File: config.mk
export PLATFORM = sky130hd
export DESIGN_NAME = uart_tx_buffered
export DESIGN_NICKNAME = d
export VERILOG_FILES = /design/src/rtl/uart_pkg.sv /design/src/rtl/sync_fifo.sv /design/src/rtl/uart_tx_buffered.sv
export SDC_FILE = /design/constraint.sdc
export NUM_CORES = 1
export LEC_CHECK = 0
export BUFFER_PORTS_ARGS = -buffer_cell sky130_fd_sc_hd__clkbuf_2
export CORE_MARGIN = 5
export CORE_UTILIZATION = 55
export CTS_BUF_LIST = sky130_fd_sc_hd__clkbuf_16
export DETAILED_ROUTE_END_ITERATION = 8
export PLACE_DENSITY = 0.75
export SLEW_MARGIN = 20
export SYNTH_ARGS = -nofsm -noshare
export SYNTH_HDL_FRONTEND = slang
export SYNTH_SLANG_ARGS = --single-unit
File: constraint.sdc
create_clock -name clk -period 2.5 [get_ports clk]
set_input_delay 0.5 -clock clk [delete_from_list [all_inputs] [get_ports clk]]
set_output_delay 0.5 -clock clk [all_outputs]
set_load 0.005 [all_outputs]
File: src/rtl/uart_pkg.sv
// Shared UART definitions for the transmit path (and any future receive path).
// Holds the 2-bit serializer state encoding, frame constants and line levels.
package uart_pkg;

    typedef logic [1:0] uart_state_t;

    // Kept as plain constants so older tools that choke on enums can still consume them.
    localparam uart_state_t ST_IDLE  = 2'd0;
    localparam uart_state_t ST_START = 2'd1;
    localparam uart_state_t ST_DATA  = 2'd2;
    localparam uart_state_t ST_STOP  = 2'd3;

    localparam int   UART_DATA_BITS  = 8;
    localparam logic UART_IDLE_LEVEL = 1'b1;

endpackage

File: src/rtl/sync_fifo.sv
// Single-clock FIFO with first-word-fall-through read data.
// Ports:
//   clk, rst_n      clock, asynchronous active-low reset
//   push, wdata     write request and data (ignored when full)
//   pop             read request (ignored when empty); rdata shows the head entry
//   count           occupancy 0..DEPTH
//   full, empty     occupancy flags, decoded from the registered count
module sync_fifo #(
    parameter int   DEPTH = 16,
    parameter int   WIDTH = 8,
    localparam int  AW    = $clog2(DEPTH)
) (
    input  logic             clk,
    input  logic             rst_n,
    input  logic             push,
    input  logic             pop,
    input  logic [WIDTH-1:0] wdata,
    output logic [WIDTH-1:0] rdata,
    output logic [AW:0]      count,
    output logic             full,
    output logic             empty
);

    localparam logic [AW:0] FULL_COUNT = (AW + 1)'(DEPTH);

    logic [WIDTH-1:0] mem [DEPTH];
    logic [AW-1:0]    wptr;
    logic [AW-1:0]    rptr;
    logic             do_push;
    logic             do_pop;

    assign full    = (count == FULL_COUNT);
    assign empty   = (count == '0);
    assign do_push = push & ~full;
    assign do_pop  = pop & ~empty;
    assign rdata   = mem[rptr];

    // Storage needs no reset: entries are only read once count says they were written.
    always_ff @(posedge clk) begin
        if (do_push) begin
            mem[wptr] <= wdata;
        end
    end

    // DEPTH is a power of two, so the pointers wrap naturally at their width.
    always_ff @(posedge clk or negedge rst_n) begin
        if (!rst_n) begin
            wptr  <= '0;
            rptr  <= '0;
            count <= '0;
        end else begin
            if (do_push) begin
                wptr <= wptr + 1'b1;
            end
            if (do_pop) begin
                rptr <= rptr + 1'b1;
            end
            if (do_push && !do_pop) begin
                count <= count + 1'b1;
            end else if (do_pop && !do_push) begin
                count <= count - 1'b1;
            end
        end
    end

endmodule

File: src/rtl/uart_tx_buffered.sv
// Buffered 8N1 UART transmitter. Bytes are pushed over a valid/ready interface into a FIFO;
// the serializer drains one frame at a time, advancing one bit per clken tick.
// Ports:
//   clk, rst_n   system clock, asynchronous active-low reset
//   clken        one-cycle baud tick per bit period
//   in_valid     in_data holds a byte to enqueue
//   in_data      byte to enqueue
//   in_ready     FIFO can take a byte this cycle
//   tx           serial line, idle high
//   busy         FIFO non-empty or frame in flight
//   count        FIFO occupancy 0..DEPTH
//   overflow     one-cycle pulse after a byte was offered while full
module uart_tx_buffered
    import uart_pkg::*;
#(
    parameter int  DEPTH = 16,
    localparam int AW    = $clog2(DEPTH)
) (
    input  logic        clk,
    input  logic        rst_n,
    input  logic        clken,
    input  logic        in_valid,
    input  logic [7:0]  in_data,
    output logic        in_ready,
    output logic        tx,
    output logic        busy,
    output logic [AW:0] count,
    output logic        overflow
);

    uart_state_t state;
    logic [UART_DATA_BITS-1:0] shreg;
    logic [2:0]  bitpos;
    logic        fifo_full;
    logic        fifo_empty;
    logic [7:0]  fifo_rdata;
    logic        push;
    logic        pop;

    // in_ready comes from the pre-pop count, so a full FIFO refuses even on a pop cycle.
    assign in_ready = ~fifo_full;
    assign push     = in_valid & in_ready;
    assign pop      = (state == ST_IDLE) & ~fifo_empty;
    assign busy     = (state != ST_IDLE) | ~fifo_empty;

    sync_fifo #(
        .DEPTH (DEPTH),
        .WIDTH (8)
    ) u_fifo (
        .clk   (clk),
        .rst_n (rst_n),
        .push  (push),
        .pop   (pop),
        .wdata (in_data),
        .rdata (fifo_rdata),
        .count (count),
        .full  (fifo_full),
        .empty (fifo_empty)
    );

    always_ff @(posedge clk or negedge rst_n) begin
        if (!rst_n) begin
            overflow <= 1'b0;
        end else begin
            overflow <= in_valid & ~in_ready;
        end
    end

    // Serializer: tx only moves on clken, so every level lasts one full bit period.
    always_ff @(posedge clk or negedge rst_n) begin
        if (!rst_n) begin
            state  <= ST_IDLE;
            shreg  <= '0;
            bitpos <= '0;
            tx     <= UART_IDLE_LEVEL;
        end else begin
            case (state)
                ST_IDLE: begin
                    if (pop) begin
                        shreg <= fifo_rdata;
                        state <= ST_START;
                    end
                end
                ST_START: begin
                    if (clken) begin
                        tx     <= 1'b0;
                        bitpos <= '0;
                        state  <= ST_DATA;
                    end
                end
                ST_DATA: begin
                    if (clken) begin
                        tx <= shreg[bitpos];
                        if (bitpos == 3'(UART_DATA_BITS - 1)) begin
                            state <= ST_STOP;
                        end else begin
                            bitpos <= bitpos + 3'd1;
                        end
                    end
                end
                default: begin
                    if (clken) begin
                        tx    <= UART_IDLE_LEVEL;
                        state <= ST_IDLE;
                    end
                end
            endcase
        end
    end

endmodule

==> results.ini, run 1 <==
[finish]
final_cell_mix=edfxtp_1, mux4_2, nand2_1, dfrtp_1, clkbuf_2
syn_to_final_growth_pct=15.6
final_util=0.646
drive_gt1_frac=0.280
final_common_cell=edfxtp_1
diodes=0
fin_area_mm2=0.00737
fin_nets=419

[cts]
htreeDepth=4
insertion_delay_ns=0.43
root_buffer=clkbuf_16
cts_tree=built
cts_hold_buf=0
cts.clk_slew.worst_paths_ns=0.06
clockBufferDepth=2
cts_sinks=156
cts_buffers=17

[run_status]
status=complete, no violations

[pwr]
power_mw=9.10
p_leak_nw=2.63
irDropWorstVdd_uv=838
p_per_area_mw_per_mm2=1230

[yosys]
yosys_warnings=0
synthFlopType=edfxtp_1
synth_edf_count=128
synth_top_area_frac=0.602
ys_seq_area_frac=0.712
synth.top_cells.by_area=edfxtp_1, mux4_2, dfrtp_1, ha_1, nand2_1
synth_cells=354
synthDistinctLibCells=36
ys_ff_latch=156
syn_nets=382
ys_async_sr_fraction=0.179
syn_area_mm2=0.00638
synth.avg_cell_area_um2=18.0
yosysTopAreaCell=edfxtp_1

[detailed_routing]
finalWirelength_mm=11.8
drtPass1Iterations=4
ant_nets=0
remaining_drc_errors=0
wl_per_cell_um=21.5
drt-vias-per-instance=5.91
routed-via-count=3234
drt_iter0_drc=302

[floorplanning]
start_util=0.559
die_w_um=118
pin_count=21
die_h_um=118
fp-row-count=39
die-area_mm2=0.0139
core_mm2=0.0114

[worst_setup_path]
cp_cell_sequence=or4_4 -> o21ai_2 -> ha_4 -> inv_4 -> ha_4 -> a21o_1 -> a21oi_2 -> mux2i_1 -> xnor2_1
cpPeakStageDelay_ns=0.51
critPathLaunchType=flip-flop
rr_startpoint=u_fifo.count[2]
critPathMaxFanout=4
path_buf_inv=1
crit_top_cell=ha_4
worst-r2r-setup-slack_ns=0.11
worst_ep_arrival_time_ns=2.73
worst_r2r_endpoint=u_fifo.count[4]
path_delay_family=compound AO/OA/AOI/OAI gates
rr_worst_depth=9
cp-end-kind=flip-flop
required_ns=2.84
slowest_stage=or4_4
path_class=reg -> reg

[sta]
min_period_over_period=0.956
slew_headroom=0.380
finalHoldViolCount=0
setup_viol=0
worst_pin_slew_ns=0.927
timing.setup.tns_ns=0
rsz0062_at_grt=false
skew_ns=0.00870
holdWs_ns=0.107
max_freq_mhz=419
finalCriticalPeriod_ns=2.39
drv_slew=0

[global_route]
grt_pass1_vias=3362
grt_max_degree=35
grt_usage=0.183
antenna_found_initial=0
grt_pass1_wl_mm=19.0
grt.overflow.total=0

[placement]
io_buffer_count=20
dp_hpwl_mm=7.67
place_area_mm2=0.00673
place.gp.congestion=0.820

[min_path]
hold_class=in -> async

[job]
maxCapViolations=0

[flip-flops by register name (all words and copies together) (netlist names)]
name	cells
u_fifo.mem	128
u_fifo.count	5
u_fifo.wptr	4
tx	1
shreg	8
state	2
overflow	1
u_fifo.rptr	4
bitpos	3
[synth_stat cells (all sizes together), types with 4 or more instances]
cell type  instances
inv               10
nand2             29
mux4              35
edfxtp           128
o221ai             7
buf               14
a22o               5
ha                15
nor2              17
xnor2              6
nor3               4
nand2b             4
mux2i             10
o21ai             16
dfrtp             27
xor2               4
[final cells by class]
class	count	area, µm²
clock buffer	17	425
clock inverter	15	185
fill	787	4040
inverter	10	40.0
multi-input combinational	171	1770
sequential	156	4550
tap	143	179
timing repair buffer	35	229
[how the worst max path moves through the flow]
stage / start / endpoint / slack, ns / cells past startpoint
finish: u_fifo.count[2] / u_fifo.count[4] / 0.11 / 9
global route: u_fifo.count[0] / u_fifo.count[4] / 0.008 / 11
CTS: u_fifo.count[2] / u_fifo.count[4] / 0.03 / 9
detailed placement: u_fifo.count[1] / u_fifo.count[4] / -0.01 / 9
global placement: u_fifo.count[1] / u_fifo.count[4] / 0.07 / 9
floorplan: u_fifo.count[1] / u_fifo.count[4] / 0.03 / 10
[cell families after synthesis]
family	share of synthesized area
buffers and inverters	0.0186
multiplexers	0.145
adder cells (fa/ha/maj)	0.0325
AND/OR/NAND/NOR	0.0420
flip-flops	0.712
AO/OA/AOI/OAI	0.0363
XOR/XNOR	0.0137
[through the flow]
| step | std cells | worst slack (ns) |
|---|---|---|
| after floorplan | 354 | 0.0329 |
| after global placement | 515 | 0.0707 |
| after detailed placement | 515 | -0.0127 |
| after CTS | 547 | 0.0317 |
| after global routing | 547 | 0.00804 |
| final | 547 | 0.111 |
[repair_timing]
item,in CTS,in global routing
gates resized for setup,2,6
pin swaps,0,5
endpoints found under the setup margin,1,6
setup buffers,0,0
hold endpoints to repair,0,0
[where the power goes]
part / switching, mW / internal (mW) / total (mW) / leakage (nW)
Sequential: 0.383 / 3.27 / 3.65 / 1.50
Combinational: 1.40 / 1.41 / 2.81 / 0.845
Clock: 1.05 / 1.58 / 2.64 / 0.294
Total: 2.84 / 6.26 / 9.10 / 2.63
[per-layer routing]
layer / up-vias / routed length (µm) / GRT usage
li1: 1460 / - / -
met1: 1660 / 4900 / 0.233
met2: 96 / 6020 / 0.296
met3: 18 / 630 / 0.0562
met4: 0 / 212 / 0.0710
met5: - / 0 / 0
[worst register-to-register path: stages, from the launching register on]
cell	delay [ns]
dfrtp_1	0.43
or4_4	0.51
o21ai_2	0.21
ha_4	0.20
inv_4	0.05
ha_4	0.22
a21o_1	0.18
a21oi_2	0.15
mux2i_1	0.24
xnor2_1	0.13
Power figures use the tool's default switching activity.
==> run 2, diff against run 1 <==
Settings changed: CORE_UTILIZATION 55 to 56, PLACE_DENSITY 0.75 to 0.76, SYNTH_HIERARCHICAL from default to 1.
==> results.ini, run 2 <==
[detailed_routing]
drt_iter0_drc=244
drtPass1Iterations=5
remaining_drc_errors=0
finalWirelength_mm=12.9
drt-vias-per-instance=6.04
routed-via-count=3552
ant_nets=0
wl_per_cell_um=22.0

[yosys]
yosysTopAreaCell=edfxtp_1
synth.top_cells.by_area=edfxtp_1, dfrtp_1, mux4_2, mux2i_1, ha_1
synth_edf_count=128
ys_async_sr_fraction=0.179
ys_seq_area_frac=0.686
yosys_warnings=6
yosys.cell_count.top_type=edfxtp_1
syn_nets=412
synth.avg_cell_area_um2=17.3
ys_ff_latch=156
synthFlopType=edfxtp_1
syn_area_mm2=0.00663
synthDistinctLibCells=47
synth_top_area_frac=0.580
synth_common_cells=edfxtp_1, mux2i_1, dfrtp_1
synth_cells=384

[worst_setup_path]
cpPeakStageDelay_ns=0.58
worst-r2r-setup-slack_ns=-0.08
worst_r2r_endpoint=u_fifo/count[4]
crit_start=u_fifo/count[1]
crit_top_cell=inv_4
rr_startpoint=u_fifo/count[1]
critPathMaxFanout=4
critPathLaunchType=flip-flop
worst_ep_arrival_time_ns=2.92
cp_cell_sequence=or4_4 -> nor2_4 -> nor2b_2 -> o21a_4 -> inv_4 -> ha_4 -> inv_4 -> fa_2 -> a21o_1 -> a21oi_2 -> mux2i_1 -> xnor2_1
cp-end-kind=flip-flop
crit_end=u_fifo/count[4]
rr_worst_depth=12
slowest_stage=or4_4
required_ns=2.84
path_class=reg -> reg

[sta]
min_period_over_period=1.03
drv_slew=0
setup_viol=2
slew_headroom=0.520
skew_ns=0.00594
worst_pin_slew_ns=0.716
finalHoldViolCount=0
max_freq_mhz=387
finalCriticalPeriod_ns=2.58
rsz0062_at_grt=true
fin_ws_ns=-0.0833

[placement]
dp_hpwl_mm=7.94
io_buffer_count=20
place.gp.congestion=0.798
post-place-ws_ns=-0.0964
numPlacedInstances=555

[finish]
diodes=0
final_common_cell=edfxtp_1
drive_gt1_frac=0.326
fin_nets=461
largest_reg_flops=128
syn_to_final_growth_pct=14.7
final_cell_mix=edfxtp_1, mux2i_1, buf_4, dfrtp_1, nand2_1
max_flop_register=u_fifo/mem
biggestRegsByFlops=u_fifo/mem: 128 flops, shreg: 8 flops, u_fifo/count: 5 flops
final_util=0.660
stdcell_count=588

[global_route]
grt.overflow.total=0
grt_pass1_vias=3486
grt_usage=0.192
antenna_found_initial=0
grt_pass1_wl_mm=19.9
grt_max_degree=52

[job]
maxCapViolations=0

[cts]
insertion_delay_ns=0.42
clockBufferDepth=2
htreeDepth=4
cts_hold_buf=0
cts_buffers=17
cts_tree=built
cts_sinks=156
root_buffer=clkbuf_16
cts.clk_slew.worst_paths_ns=0.06

[floorplanning]
die_w_um=119
pin_count=21
die-area_mm2=0.0141
core_mm2=0.0115
fp-row-count=39
die_h_um=119
start_util=0.575

[run_status]
violations=setup timing
status=finished with violations

[pwr]
power_mw=9.21
p_leak_nw=2.77
irDropWorstVdd_uv=674
p_per_area_mw_per_mm2=1210

[min_path]
hold_class=in -> async

==> run 2: cell count changes in the layout (fill, tap and decap cells not counted), moves of 10 or more <==
cell      before  now
mux4_2        35   16
nor2_2         0   11
a221oi_2       0   10
o21ai_1       13    1
nor2_1        17    4
buf_4         13   27
mux2i_1       10   35
==> run 2: repair_timing <==
action,4_1_cts,5_1_grt
pin swaps,5,2
resized for setup,9,11
setup buffers,1,1
endpoints found under the setup margin,34,84
==> run 2: area by class of cell <==
cell class              count  area, µm²
repair buffers             48        323
clock inverters            14       82.6
well taps                 143        179
inverters                   9       38.8
flip-flops and latches    156       4550
fillers                   772       3920
clock buffers              17        425
multi-input cells         201       2000
==> run 2: how the worst min path moves through the flow <==
stage | startpoint | end | slack [ns]
after global routing | rst_n | shreg[7] | 0.18
after CTS | rst_n | shreg[2] | 0.14
final | rst_n | bitpos[0] | 0.12
after floorplan | rst_n | bitpos[0] | 0.20
after detailed placement | shreg[5] | shreg[5] | 0.49
after global placement | shreg[7] | shreg[7] | 0.48
==> run 2: routing by layer <==
layer	share of wire	up-vias	track usage	wire length (µm)
li1	-	1615	-	-
met1	0.43	1790	0.266	5520
met2	0.50	125	0.299	6480
met3	0.053	22	0.0463	687
met4	0.017	0	0.0739	222
met5	0	-	0	0
==> run 2: where the power goes <==
group          internal [mW]  switching (mW)
Sequential              3.28           0.288
Clock                   1.24           0.964
Combinational           1.61            1.82
==> run 2: cells by family after synthesis <==
kind of cell | synth area share
flops | 0.686
fa+ha+maj | 0.0314
compound gates | 0.0716
buf+inv | 0.0242
xor+xnor | 0.0132
mux | 0.132
simple gates | 0.0419
==> run 2: critical path: cells and delay by family (launching register included) <==
family,cells,cell delay (ns)
flip-flops,1,0.41
AO/OA/AOI/OAI,3,0.43
XOR/XNOR,1,0.13
AND/OR/NAND/NOR,3,0.75
adder cells (fa/ha/maj),2,0.47
buffers and inverters,2,0.10
multiplexers,1,0.22
==> run 2: stage by stage <==
| stage | TNS, ns | hold WS [ns] | instance area [µm²] |
|---|---|---|---|
| after floorplan | -0.293 | 0.204 | 6650 |
| after global placement | -0.0332 | 0.484 | 7010 |
| after detailed placement | -1.47 | 0.489 | 7010 |
| after CTS | -0.0992 | 0.138 | 7560 |
| after global routing | -0.357 | 0.183 | 7600 |
| final | -0.0886 | 0.124 | 7600 |
